<file path="src/rtl/microsequencer_if.sv">
// Sequencing fields, status inputs and sequencer outputs shared by the microsequencer and its driver.
// The master side drives the microinstruction fields; the slave side is the sequencer.
interface microsequencer_if #(
  parameter int unsigned AW = 7
);
  logic [2:0]    ns_ctl;
  logic [AW-1:0] cr_addr;
  logic [1:0]    cond_sel;
  logic          cond_inv;
  logic [3:0]    cond;
  logic [AW-1:0] dec_addr;
  logic          mfc;
  logic          hold;
  logic [AW-1:0] index;
  logic          in_wait;
  logic          wait_to;
  logic          stk_err;

  modport master (
    output ns_ctl, cr_addr, cond_sel, cond_inv, cond, dec_addr, mfc, hold,
    input  index, in_wait, wait_to, stk_err
  );

  modport slave (
    input  ns_ctl, cr_addr, cond_sel, cond_inv, cond, dec_addr, mfc, hold,
    output index, in_wait, wait_to, stk_err
  );
endinterface

</file>
<file path="src/rtl/microsequencer.sv">
// Microprogram sequencer: registers the microstore index and picks the next one every clock.
// Define MICROSEQ_RETSTACK_EN to build the CALL/RET return-address stack.
module microsequencer #(
  parameter int unsigned   AW          = 7,
  parameter int unsigned   STACK_DEPTH = 4,
  parameter int unsigned   WAIT_MAX    = 255,
  parameter logic [AW-1:0] FAULT_ADDR  = 'h5A
) (
  input logic             clk,
  input logic             reset_n,
  microsequencer_if.slave bus
);
  typedef enum logic [2:0] {
    NS_INC    = 3'b000,
    NS_JUMP   = 3'b001,
    NS_DECODE = 3'b010,
    NS_CBR    = 3'b011,
    NS_WAIT   = 3'b100,
    NS_CALL   = 3'b101,
    NS_RET    = 3'b110,
    NS_RST    = 3'b111
  } ns_e;

  if (STACK_DEPTH < 2 || STACK_DEPTH > 8 || (STACK_DEPTH & (STACK_DEPTH - 1)) != 0 ||
      WAIT_MAX < 1 || WAIT_MAX > 255) begin : g_bad_cfg
    $error("microsequencer: unsupported STACK_DEPTH or WAIT_MAX");
  end

  ns_e           ns;
  logic [AW-1:0] index_q, index_d, inc;
  logic [7:0]    wcnt_q, wcnt_d;
  logic          wait_to_q, wait_to_d;
  logic          cond_hit;

  assign ns       = ns_e'(bus.ns_ctl);
  assign inc      = index_q + AW'(1);
  assign cond_hit = bus.cond[bus.cond_sel] ^ bus.cond_inv;

`ifdef MICROSEQ_RETSTACK_EN
  localparam int SP_W  = $clog2(STACK_DEPTH);
  localparam int CNT_W = SP_W + 1;

  // sp_q is the next write slot; entries below it (mod depth) are the live stack.
  logic [AW-1:0]    stack_q [STACK_DEPTH];
  logic [SP_W-1:0]  sp_q, top_ptr;
  logic [CNT_W-1:0] cnt_q;
  logic             push, pop, stk_full, stk_empty;
  logic             stk_err_q, stk_err_d;

  assign top_ptr   = sp_q - SP_W'(1);
  assign stk_full  = (cnt_q == CNT_W'(STACK_DEPTH));
  assign stk_empty = (cnt_q == '0);
`endif

  // NOTE: every always_comb output gets a default first, so no path can infer a latch.
  always_comb begin
    index_d   = inc;
    wcnt_d    = '0;
    wait_to_d = wait_to_q;
`ifdef MICROSEQ_RETSTACK_EN
    stk_err_d = stk_err_q;
    push      = 1'b0;
    pop       = 1'b0;
`endif
    unique case (ns)
      NS_INC:    index_d = inc;
      NS_JUMP:   index_d = bus.cr_addr;
      NS_DECODE: index_d = bus.dec_addr;
      NS_CBR:    index_d = cond_hit ? bus.cr_addr : inc;
      NS_WAIT: begin
        if (!bus.mfc) begin
          if (wcnt_q == 8'(WAIT_MAX - 1)) begin
            index_d   = FAULT_ADDR;
            wait_to_d = 1'b1;
          end else begin
            index_d = index_q;
            wcnt_d  = wcnt_q + 8'd1;
          end
        end
      end
`ifdef MICROSEQ_RETSTACK_EN
      NS_CALL: begin
        index_d = bus.cr_addr;
        push    = 1'b1;
        if (stk_full) stk_err_d = 1'b1;
      end
      NS_RET: begin
        if (stk_empty) begin
          index_d   = '0;
          stk_err_d = 1'b1;
        end else begin
          index_d = stack_q[top_ptr];
          pop     = 1'b1;
        end
      end
`else
      NS_CALL:   index_d = bus.cr_addr;
      NS_RET:    index_d = '0;
`endif
      NS_RST:    index_d = '0;
    endcase
  end

  // NOTE: state registers use non-blocking assignments so every flop samples pre-edge values.
  always_ff @(posedge clk or negedge reset_n) begin
    if (!reset_n) begin
      index_q   <= '0;
      wcnt_q    <= '0;
      wait_to_q <= 1'b0;
    end else if (!bus.hold) begin
      index_q   <= index_d;
      wcnt_q    <= wcnt_d;
      wait_to_q <= wait_to_d;
    end
  end

`ifdef MICROSEQ_RETSTACK_EN
  always_ff @(posedge clk or negedge reset_n) begin
    if (!reset_n) begin
      sp_q      <= '0;
      cnt_q     <= '0;
      stk_err_q <= 1'b0;
    end else if (!bus.hold) begin
      stk_err_q <= stk_err_d;
      if (push) begin
        sp_q <= sp_q + SP_W'(1);
        if (!stk_full) cnt_q <= cnt_q + CNT_W'(1);
      end else if (pop) begin
        sp_q  <= top_ptr;
        cnt_q <= cnt_q - CNT_W'(1);
      end
    end
  end

  // NOTE: the stack array has no reset; clearing cnt_q is what discards its contents.
  always_ff @(posedge clk) begin
    if (!bus.hold && push) stack_q[sp_q] <= inc;
  end

  assign bus.stk_err = stk_err_q;
`else
  assign bus.stk_err = 1'b0;
`endif

  assign bus.index   = index_q;
  assign bus.in_wait = (ns == NS_WAIT);
  assign bus.wait_to = wait_to_q;
endmodule

</file>
<file path="src/flat_wrapper.sv">
// flat-port wrapper written by rule: the top's interface ports become plain ports
module microsequencer_flat 
#(
  parameter int unsigned   AW          = 7,
  parameter int unsigned   STACK_DEPTH = 4,
  parameter int unsigned   WAIT_MAX    = 255,
  parameter logic [AW-1:0] FAULT_ADDR  = 'h5A
)
  (clk, reset_n, bus_ns_ctl, bus_cr_addr, bus_cond_sel, bus_cond_inv, bus_cond, bus_dec_addr, bus_mfc, bus_hold, bus_index, bus_in_wait, bus_wait_to, bus_stk_err);
  microsequencer_if #(.AW(AW)) bus_i ();
  input logic clk;
  input logic reset_n;
  input wire logic [$bits(bus_i.ns_ctl)-1:0] bus_ns_ctl;
  input wire logic [$bits(bus_i.cr_addr)-1:0] bus_cr_addr;
  input wire logic [$bits(bus_i.cond_sel)-1:0] bus_cond_sel;
  input wire logic [$bits(bus_i.cond_inv)-1:0] bus_cond_inv;
  input wire logic [$bits(bus_i.cond)-1:0] bus_cond;
  input wire logic [$bits(bus_i.dec_addr)-1:0] bus_dec_addr;
  input wire logic [$bits(bus_i.mfc)-1:0] bus_mfc;
  input wire logic [$bits(bus_i.hold)-1:0] bus_hold;
  output wire logic [$bits(bus_i.index)-1:0] bus_index;
  output wire logic [$bits(bus_i.in_wait)-1:0] bus_in_wait;
  output wire logic [$bits(bus_i.wait_to)-1:0] bus_wait_to;
  output wire logic [$bits(bus_i.stk_err)-1:0] bus_stk_err;
  assign bus_i.ns_ctl = bus_ns_ctl;
  assign bus_i.cr_addr = bus_cr_addr;
  assign bus_i.cond_sel = bus_cond_sel;
  assign bus_i.cond_inv = bus_cond_inv;
  assign bus_i.cond = bus_cond;
  assign bus_i.dec_addr = bus_dec_addr;
  assign bus_i.mfc = bus_mfc;
  assign bus_i.hold = bus_hold;
  assign bus_index = bus_i.index;
  assign bus_in_wait = bus_i.in_wait;
  assign bus_wait_to = bus_i.wait_to;
  assign bus_stk_err = bus_i.stk_err;
  microsequencer #(.AW(AW), .STACK_DEPTH(STACK_DEPTH), .WAIT_MAX(WAIT_MAX), .FAULT_ADDR(FAULT_ADDR)) u_core (.clk(clk), .reset_n(reset_n), .bus(bus_i));
endmodule
</file>
<file path="config.mk">
export PLATFORM = sky130hd
export DESIGN_NAME = microsequencer_flat
export DESIGN_NICKNAME = d
export VERILOG_FILES = /design/src/rtl/microsequencer_if.sv /design/src/rtl/microsequencer.sv /design/src/flat_wrapper.sv
export SDC_FILE = /design/constraint.sdc
export NUM_CORES = 1
export LEC_CHECK = 0
export BUFFER_PORTS_ARGS = -buffer_cell sky130_fd_sc_hd__buf_4
export CORE_MARGIN = 3
export CORE_UTILIZATION = 54
export CTS_BUF_LIST = sky130_fd_sc_hd__clkbuf_16
export DETAILED_ROUTE_END_ITERATION = 16
export PLACE_DENSITY = 0.91
export SKIP_LAST_GASP = 1
export SLEW_MARGIN = 20
export SYNTH_ARGS = -nofsm -noshare
export SYNTH_HDL_FRONTEND = slang
export SYNTH_SLANG_ARGS = --single-unit
</file>
<file path="constraint.sdc">
create_clock -name clk -period 3.8 [get_ports clk]
set_clock_uncertainty 0.15 [all_clocks]
set_input_delay 0.76 -clock clk [delete_from_list [all_inputs] [get_ports clk]]
set_output_delay 0.76 -clock clk [all_outputs]
set_load 0.02 [all_outputs]
</file>
== Word level (Yosys, flattened, before mapping) ==
Cells that the tools add are included.

* $add $sub $neg: 2
* $mul: 0
* Div/mod/pow operators: 0
* $lt $le $gt $ge: 1
* Equal/unequal tests: 9
* Shift operators: 0
* Multiplexer cells: 9
* Bitwise gates (word level): 3
* Reduce and logical (&&, ||, !) cells: 5

{| class="wikitable"
|+ Operator list
! operator !! number
|-
| case mux 7 bit (6 select lines) || 1
|-
| two-way mux 8 bit || 3
|-
| two-way mux 7 bit || 3
|-
| equality test 3 bit (second input constant) || 4
|-
| adder 8 x 1 -> 8 bit (second input constant) || 1
|-
| equality test 8 bit (second input constant) || 1
|-
| adder 7 x 1 -> 7 bit (second input constant) || 1
|-
| equality test 3 x 2 -> 1 bit (second input constant) || 2
|-
| AND reduction 4 bit || 1
|-
| OR reduction 2 bit || 2
|-
| equality test 3 x 1 -> 1 bit (second input constant) || 1
|-
| logical NOT 3 bit || 1
|-
| < comparator 2 x 3 -> 1 bit (second input constant) || 1
|-
| inequality test 3 x 2 -> 1 bit (second input constant) || 1
|-
| binary-select mux 1 bit (select 2 bit) || 1
|-
| inverter 1 bit || 2
|-
| AND reduction 2 bit || 1
|-
| two-way mux 1 bit || 1
|-
| XOR 1 bit || 1
|}

* Register bits after elaboration: 16
* Latch bits: 0
* Bits in writable memories: 0
* ROM bits: 0
* Input port bits: 28
* Output and inout bits: 10
* Word-level logic and storage cells: 32
* Memories: 0

== Logic depth before layout (Yosys ltp) ==
Gate-level depths: netlist of run 1.

* Depth in word-level cells: 5
* Mapped depth: 8
* Mapped depth without buffers: 7

== Worst setup path after synthesis of run 1 ==
OpenSTA, ideal clock, no wires.

* Path kind: input-to-reg
* Start: input port bus_cond_sel[0]
* End: register u_core.index_q[5] (netlist: u_core.bus.index[5])
* Library setup time: 0.128 ns
* Arrival time: 2.114 ns
* Data required time: 3.522 ns
* Path slack: 1.408 ns
* Stages: 5
* Buffers on the path: 0
* Path through: mux4_2 -> xor2_2 -> o21ai_0 -> a221oi_1 -> o22ai_1

* Cells in the longest elaborated chain, start to end: 5

{| class="wikitable"
|+ RTL lines
! item !! RTL line !! source
|-
| start: declaration || flat_wrapper.sv:15 || <nowiki>input wire logic [$bits(bus_i.cond_sel)-1:0] bus_cond_sel;</nowiki>
|-
| binary-select mux 1 bit (select 2 bit) || microsequencer.sv:37 || <nowiki>assign cond_hit = bus.cond[bus.cond_sel] ^ bus.cond_inv;</nowiki>
|-
| two-way mux 1 bit (implied by the code) || microsequencer.sv:37 ||
|-
| XOR 1 bit || microsequencer.sv:37 ||
|-
| two-way mux 7 bit || microsequencer.sv:69 || <nowiki>NS_CBR: index_d = cond_hit ? bus.cr_addr : inc;</nowiki>
|-
| case mux 7 bit (6 select lines) || microsequencer.sv:65 || <nowiki>unique case (ns)</nowiki>
|-
| end signal: assignment || microsequencer.sv:111 || <nowiki>index_q <= index_d;</nowiki>
|-
| end: declaration || microsequencer.sv:30 || <nowiki>logic [AW-1:0] index_q, index_d, inc;</nowiki>
|}

No other way between the ends. The select of a mux whose other input is x is not followed.
A chain may end at the register's enable or synchronous reset.

== Final worst setup path of run 1 ==
Ends and elaborated chain as after synthesis.

==> results of run 1 <==
-- through the flow --
stage          power [W]  setup WS (ns)
2_1_floorplan  0.0002860          1.408
3_3_place_gp   0.0003440          1.205
3_5_place_dp   0.0003489          1.156
4_1_cts        0.0005504          1.413
5_1_grt        0.0005734          1.183
6_report       0.0005474          1.384
-- power by group through the flow --
| stage | clock (W) | combinational (W) | sequential (W) |
|---|---|---|---|
| after floorplan | 0 | 0.0000719 | 0.000214 |
| after global placement | 0 | 0.000143 | 0.000201 |
| after detailed placement | 0 | 0.000146 | 0.000203 |
| after CTS | 0.000204 | 0.000146 | 0.000200 |
| after global routing | 0.000209 | 0.000161 | 0.000203 |
| final | 0.000200 | 0.000147 | 0.000201 |
-- flip-flops by register name (all words and copies together) (netlist names) --
name,flops
u_core.bus.index,7
u_core.wcnt_q,8
u_core.bus.wait_to,1
-- path summary, 6_finish.rpt --
check	startpoint	slack (ns)	to	depth (start not counted)
worst min register to register	u_core.bus.wait_to	0.31	u_core.bus.wait_to	1
worst max-delay path	bus_cond_sel[0]	1.38	u_core.bus.index[5]	6
min in group clk	u_core.bus.wait_to	0.31	u_core.bus.wait_to	1
max in group asynchronous	reset_n	3.10	u_core.bus.index[1]	1
worst max register to register	u_core.wcnt_q[0]	1.46	u_core.bus.index[2]	7
worst min-delay path	reset_n	0.21	u_core.bus.index[6]	1
-- cell families (layout without fill, tap and decap cells) --
family | count (synthesis) | after routing | synth area share
AOI/OAI and AO/OA | 41 | 41 | 0.2270
xor gates and xnor gates | 6 | 6 | 0.05070
adders and majority gates | 3 | 3 | 0.03168
buffers and inverters | 11 | 44 | 0.04857
DFF | 16 | 16 | 0.3379
muxes | 1 | 1 | 0.01901
other | 1 | 1 | 0.003165
and+or+nand+nor | 61 | 61 | 0.2819
-- cell type report --
class	instances	area (sq um)	share of cell area
Clock buffer	3	75.07	0.04922
Tap cell	27	33.78	0.02215
Multi-Input combinational cell	113	726.9	0.4766
Sequential cell	16	400.4	0.2625
Timing Repair Buffer	36	270.3	0.1772
Inverter	5	18.77	0.01231
-- layout by cell type (no fill, tap or decap), types with 2 or more instances in the layout --
| master | n |
|---|---|
| and2_1 | 2 |
| nor2b_1 | 4 |
| buf_4 | 36 |
| or3_1 | 2 |
| xnor2_1 | 2 |
| a21o_1 | 3 |
| nand3_1 | 9 |
| o21ai_0 | 7 |
| nand2_1 | 7 |
| a21oi_1 | 10 |
| inv_1 | 5 |
| xor2_1 | 3 |
| and3_1 | 5 |
| a221oi_1 | 3 |
| nor3_1 | 4 |
| o311ai_0 | 2 |
| nor3b_1 | 2 |
| o21a_1 | 3 |
| clkbuf_16 | 3 |
| a2111oi_0 | 2 |
| nor2_1 | 17 |
| dfrtp_1 | 16 |
| a31oi_1 | 4 |
| o22ai_1 | 3 |
| ha_1 | 3 |
-- per-layer routing --
layer	vias to the layer above	GRT usage	wire length [microns]
li1	582	-	-
met1	562	0.3469	1226
met2	57	0.4298	1568
met3	10	0.06268	290
met4	0	0.07660	47
met5	-	0	0
==> metrics.txt, run 1 <==
worst-skew pair later-pin latency=0.24 ns; HP Class=in -> async; core area=roughly 0.002 sq mm; Slew headroom=0.4515; DP Area=0.001450 sq mm; Initial DRT Pass Iterations=5; worst-path cell chain=buf_4 > mux4_2 > xor2_2 > o21ai_0 > a221oi_1 > o22ai_1; CTS Hold Bufs=0; vias per cell=6.055; EDFF count, synth=0; grt total ovfl=0; CTS tree=built; Leak Pwr=between 0.6 and 0.7 nW; initial core utilization=0.5860; worst endpoint data arrival time=2.39 ns; Layout area overhead=28.72%; syn avg cell area=8.463 sq um; Post-CTS Setup Bufs=0; #FFs+latches synth=16; vias in the first global route=1,187; post-synthesis cell count=140; Synth cell types=44; Worst Max-Slew Pin Slew=around 0.82 ns; Crit. End Element=flop; Synth area leader=dfrtp_1; Max VDD drop=0.3675 mV; Worst Path Required=3.78 ns; Residual DRC=0; largest net degree at the start of global routing=17; RSZ-0062 raised after global routing=false; post-route ant nets=0; most common cell in the netlist=nor2_1; first-pass GRT wire length=5402 microns; post-synth top area share=0.3379; Ant. Diodes=0; Final Non-Filler Cells=200; CP top delay family=compound AO/OA/AOI/OAI gates; Inst Count DP=197; initial drt markers=40; Async S/R FF share, synth=1.000; yosys warns=0; worst hold slack=0.2142 ns; period utilisation layout=0.6358; Fill cells=about 150; die width=52.84 microns; clock buffer count from CTS=3; CP Launch Type=primary input; Top FF cell, synth=dfrtp_1; hpwl dp=between 2000 and 2500 microns; Final Hold Viols=0; Root Buffer Master=clkbuf_16; Total GRT Usage=0.2648; initial antenna violation count=0; H-Tree Depth=1; CP peak stage delay=0.54 ns; Pint=0.0003904 W; synth cell count leaders=nor2_1 (17), dfrtp_1 (16), a21oi_1 (10), nand3_1 (9); Mapped Area=around 0.0012 sq mm; total number of vias=1,211; Buf/Inv on CP=1; sw frac=0.2869; Power Dens Cells=around 360 mW/mm^2; WL per Instance=15.67 microns; row cnt=16; Clk pin slew, worst setup/hold paths=0.05 ns; Synthesized Nets=171; clock share of power=0.365; sequential power share=0.367; kind of critical path=in -> reg; area of the die=about 0.0028 sq mm; status=complete, no violations; Max Fclk=413.9 MHz; Die Y=52.84 microns; Final Wtd Congestion=0.9482; Crit-path slowest cell=mux4_2; Psw=0.0001571 W; cell area after layout=0.001525 sq mm; maxcap violations=0; number of port buffers=36; drt total wl=3133 microns; Area contributors post-synth=dfrtp_1 (34%), nor2_1 (5.4%), a21oi_1 (4.2%); Max Fanout on Critical Path=10; Comb power frac=0.268; clk buf depth=2; Setup TNS=0 ns; Resize count post-CTS=0; CTS sink cnt=16; io pins=38; fin util=0.7543; sequential area share after synthesis=0.3379; share of layout cells above drive strength 1=0.2659; Min Clock Period, post-route=2.416 ns; final setup fails=0; Slew Viols, Final=0; Layout Nets=206
Note: power is estimated with default switching activity, not from simulation.
==> inputs of run 2 (changes only) <==
--- a/config.mk
+++ b/config.mk
@@ -5,12 +5,13 @@
 export SDC_FILE = /design/constraint.sdc
 export NUM_CORES = 1
 export LEC_CHECK = 0
+export ABC_AREA = 1
 export BUFFER_PORTS_ARGS = -buffer_cell sky130_fd_sc_hd__buf_4
 export CORE_MARGIN = 3
-export CORE_UTILIZATION = 54
+export CORE_UTILIZATION = 46
 export CTS_BUF_LIST = sky130_fd_sc_hd__clkbuf_16
 export DETAILED_ROUTE_END_ITERATION = 16
-export PLACE_DENSITY = 0.91
+export PLACE_DENSITY = 0.82
 export SKIP_LAST_GASP = 1
 export SLEW_MARGIN = 20
 export SYNTH_ARGS = -nofsm -noshare
==> constraint.sdc (replaced) <==
create_clock -name clk -period 2 [get_ports clk]
set_clock_uncertainty 0.15 [all_clocks]
set_input_delay 0.4 -clock clk [delete_from_list [all_inputs] [get_ports clk]]
set_output_delay 0.4 -clock clk [all_outputs]
set_load 0.02 [all_outputs]
==> run 2 against run 1 <==
Via count rose by 5.9%; count of clock-buffer cells in the layout did not move; clock power rose by 92%; sequential share of layout area fell by 2.2 points; die area rose by 24%; setup slack got worse by 1.2 ns; flip-flop and latch count did not move; largest cell class unchanged; largest power group unchanged; highest routed layer is now met3.
==> metrics.txt, run 2 <==
Min Clock Period, post-route=1.790 ns; #FFs+latches synth=16 (unchanged); syn avg cell area=6.649 sq um (-21%); core area=0.002567 sq mm (+27%); Die Y=58.96 microns (+12%); sequential area share after synthesis=0.3104 (-0.02753); Root Buffer Master=clkbuf_16; yosys warns=0 (unchanged); hold depth=2; Max VDD drop=0.7937 mV (+120%); Synth area leader=dfrtp_1; Resize count post-CTS=0 (unchanged); initial core utilization=0.5024 (-0.08358); Max Fanout on Critical Path=14 (+4); first-pass GRT wire length=5064 microns (-6.3%); Inst Count DP=259 (+31%); Clk pin slew, worst setup/hold paths=0.05 ns (about the same); Async S/R FF share, synth=1.000 (unchanged); Layout area overhead=29.29%; EDFF count, synth=0 (unchanged); leading cell type in the layout, fill and taps excluded=nand2_1; Power Dens Cells=656.9 mW/mm^2 (+83%); crit-path most repeated cell=nand2_1; H-Tree Depth=1 (unchanged); largest net degree at the start of global routing=17 (unchanged); status=complete, no violations; HP Class=in -> reg; post-route ant nets=0 (unchanged); drt total wl=2942 microns (-6.1%); commonest non-fill, non-tap cells in the layout=nand2_1 (50), buf_4 (37), inv_1 (30); max FFs per register=8 (unchanged); total number of vias=1,283 (+5.9%); Top FF cell, synth=dfrtp_1; die width=58.96 microns (+12%); worst-skew pair later-pin latency=0.24 ns (about the same); Setup WS pre-CTS=0.2465 ns (-0.9094 ns); row cnt=18 (+2); Synth cell types=28 (-36%); Final Hold Viols=0 (unchanged); CP peak stage delay=0.39 ns (-0.15 ns); clk buf depth=2 (unchanged); Leak Pwr=0.9031 nW (+30%); Min-Delay Endpoint=u_core.bus.wait_to; Total GRT Usage=0.1869 (-0.07789); Tot Pwr=0.001096 W (+100%); clock buffer count from CTS=3 (unchanged); period utilisation layout=0.8950; Worst Path Required=2.03 ns (-1.75 ns); kind of critical path=reg -> reg; worst-path cell chain=inv_1 > ha_1 > and3_1 > nand2_1 > nand2_2 > inv_2 > nor2_8 > inv_2 > a21oi_1 > nand2_1 > nand2_1; Layout Nets=266 (+29%); number of port buffers=36 (unchanged); WL per Instance=11.19 microns (-29%); share of layout cells above drive strength 1=0.2489 (-0.01697); Setup TNS=0 ns (unchanged); Largest Register=u_core.wcnt_q; Slew Viols, Final=0 (unchanged); synth cell count leaders=nand2_1 (50), inv_1 (30), nor2_1 (25), nand3_1 (22), dfrtp_1 (16); Worst Reg-to-Reg Cells=11 (+4); hold wc startpoint=bus_hold; Ant. Diodes=0 (unchanged); area of the die=0.003476 sq mm (+24%); Synthesized Nets=225 (+32%); final setup margin=0.2101 ns (-1.174 ns); io pins=38 (unchanged); Critical R2R Launch=u_core.wcnt_q[0]; CTS tree=built; Area contributors post-synth=dfrtp_1 (31%), nand2_1 (15%), inv_1 (8.7%); Reg-to-Reg End=u_core.bus.index[2]; Crit. End Element=flop; Initial DRT Pass Iterations=4 (-1); Final Non-Filler Cells=263 (+32%); Crit-path slowest cell=dfrtp_1; RSZ-0062 raised after global routing=false; CTS sink cnt=16 (unchanged); final setup fails=0 (unchanged); grt total ovfl=0 (unchanged); fin util=0.6496 (-0.1047); initial antenna violation count=0 (unchanged); Worst R2R Setup Slack=0.21 ns (-1.25 ns); hpwl dp=2411 microns (+1.0%); Max Fclk=558.7 MHz; maxcap violations=0 (unchanged); vias per cell=4.878 (-19%); Residual DRC=0 (unchanged); CP Launch Type=flop; worst endpoint data arrival time=1.82 ns (-0.57 ns); initial drt markers=51 (+28%); vias in the first global route=1,184 (-0.25%); post-synth top area share=0.3104 (-0.02753); post-synthesis cell count=194 (+39%); Mapped Area=0.001290 sq mm (+8.9%); most common cell in the netlist=nand2_1; Final Wtd Congestion=0.8677 (-8.5%)
run 2: changes by cell type in the layout (fill, tap and decap cells not counted), sizes merged, moves of 4 or more:
cell and change:
a31oi -4, and3 -4, inv +28, nand2 +46, nand3 +14, nor2 +14
nor2b -5, o21ai -4
run 2: worst max path at each step:
stage / start / endpoint / slack, ns
finish: u_core.wcnt_q[0] / u_core.bus.index[2] / 0.21
detailed placement: u_core.wcnt_q[0] / u_core.bus.index[2] / 0.25
CTS: u_core.wcnt_q[0] / u_core.bus.index[2] / 0.20
global placement: u_core.wcnt_q[0] / u_core.bus.index[2] / 0.30
global route: u_core.wcnt_q[0] / u_core.bus.index[2] / 0.07
floorplan: u_core.wcnt_q[0] / u_core.bus.index[5] / 0.42
run 2: layer usage:
layer	global-route usage	wire [microns]
met5	0	0
met4	0.01294	0
met3	0.05044	186
met2	0.3044	1370
met1	0.2596	1386
run 2: layout make-up:
class | count | area, sq um
timing repair buffer | 38 | 287.8
fill | 241 | 899.6
clock buffer | 3 | 75.07
tap | 30 | 37.54
multi-input combinational | 143 | 743.2
sequential | 16 | 400.4
inverter | 33 | 123.9
run 2: repair_timing:
item / 4_1_cts / 5_1_grt
setup buffers: 0 / 0
hold buffers: 1 / 0
endpoints found under the hold margin: 16 / 0
setup endpoints to repair: 0 / 0
run 2: stage by stage:
stage,hold WS [ns],cell area [sq um]
after detailed placement,0.1239,1583
after CTS,0.2932,1668
after global routing,0.2929,1668
after floorplan,-0.04559,1290
final,0.3033,1668
after global placement,0.1189,1583
run 2: worst max-delay path: cells and delay by family, from the launching register on:
kind,cells,cell delay (ns)
flops,1,0.39
buf+inv,3,0.28
fa+ha+maj,1,0.14
simple gates,6,0.64
compound gates,1,0.12
run 2: power by group:
| part | internal [W] | switching, W |
|---|---|---|
| clock | 0.000262 | 0.000122 |
| sequential | 0.000358 | 0.0000396 |
| combinational | 0.000137 | 0.000177 |
run 2: kinds of logic after synthesis:
kind of cell / after synthesis / share of synthesized area
buffers and inverters: 35 / 0.1135
adders and majority gates: 3 / 0.02910
and+or+nand+nor: 117 / 0.4287
AOI/OAI and AO/OA: 15 / 0.06789
DFF: 16 / 0.3104
other: 1 / 0.002907
xor gates and xnor gates: 7 / 0.04753
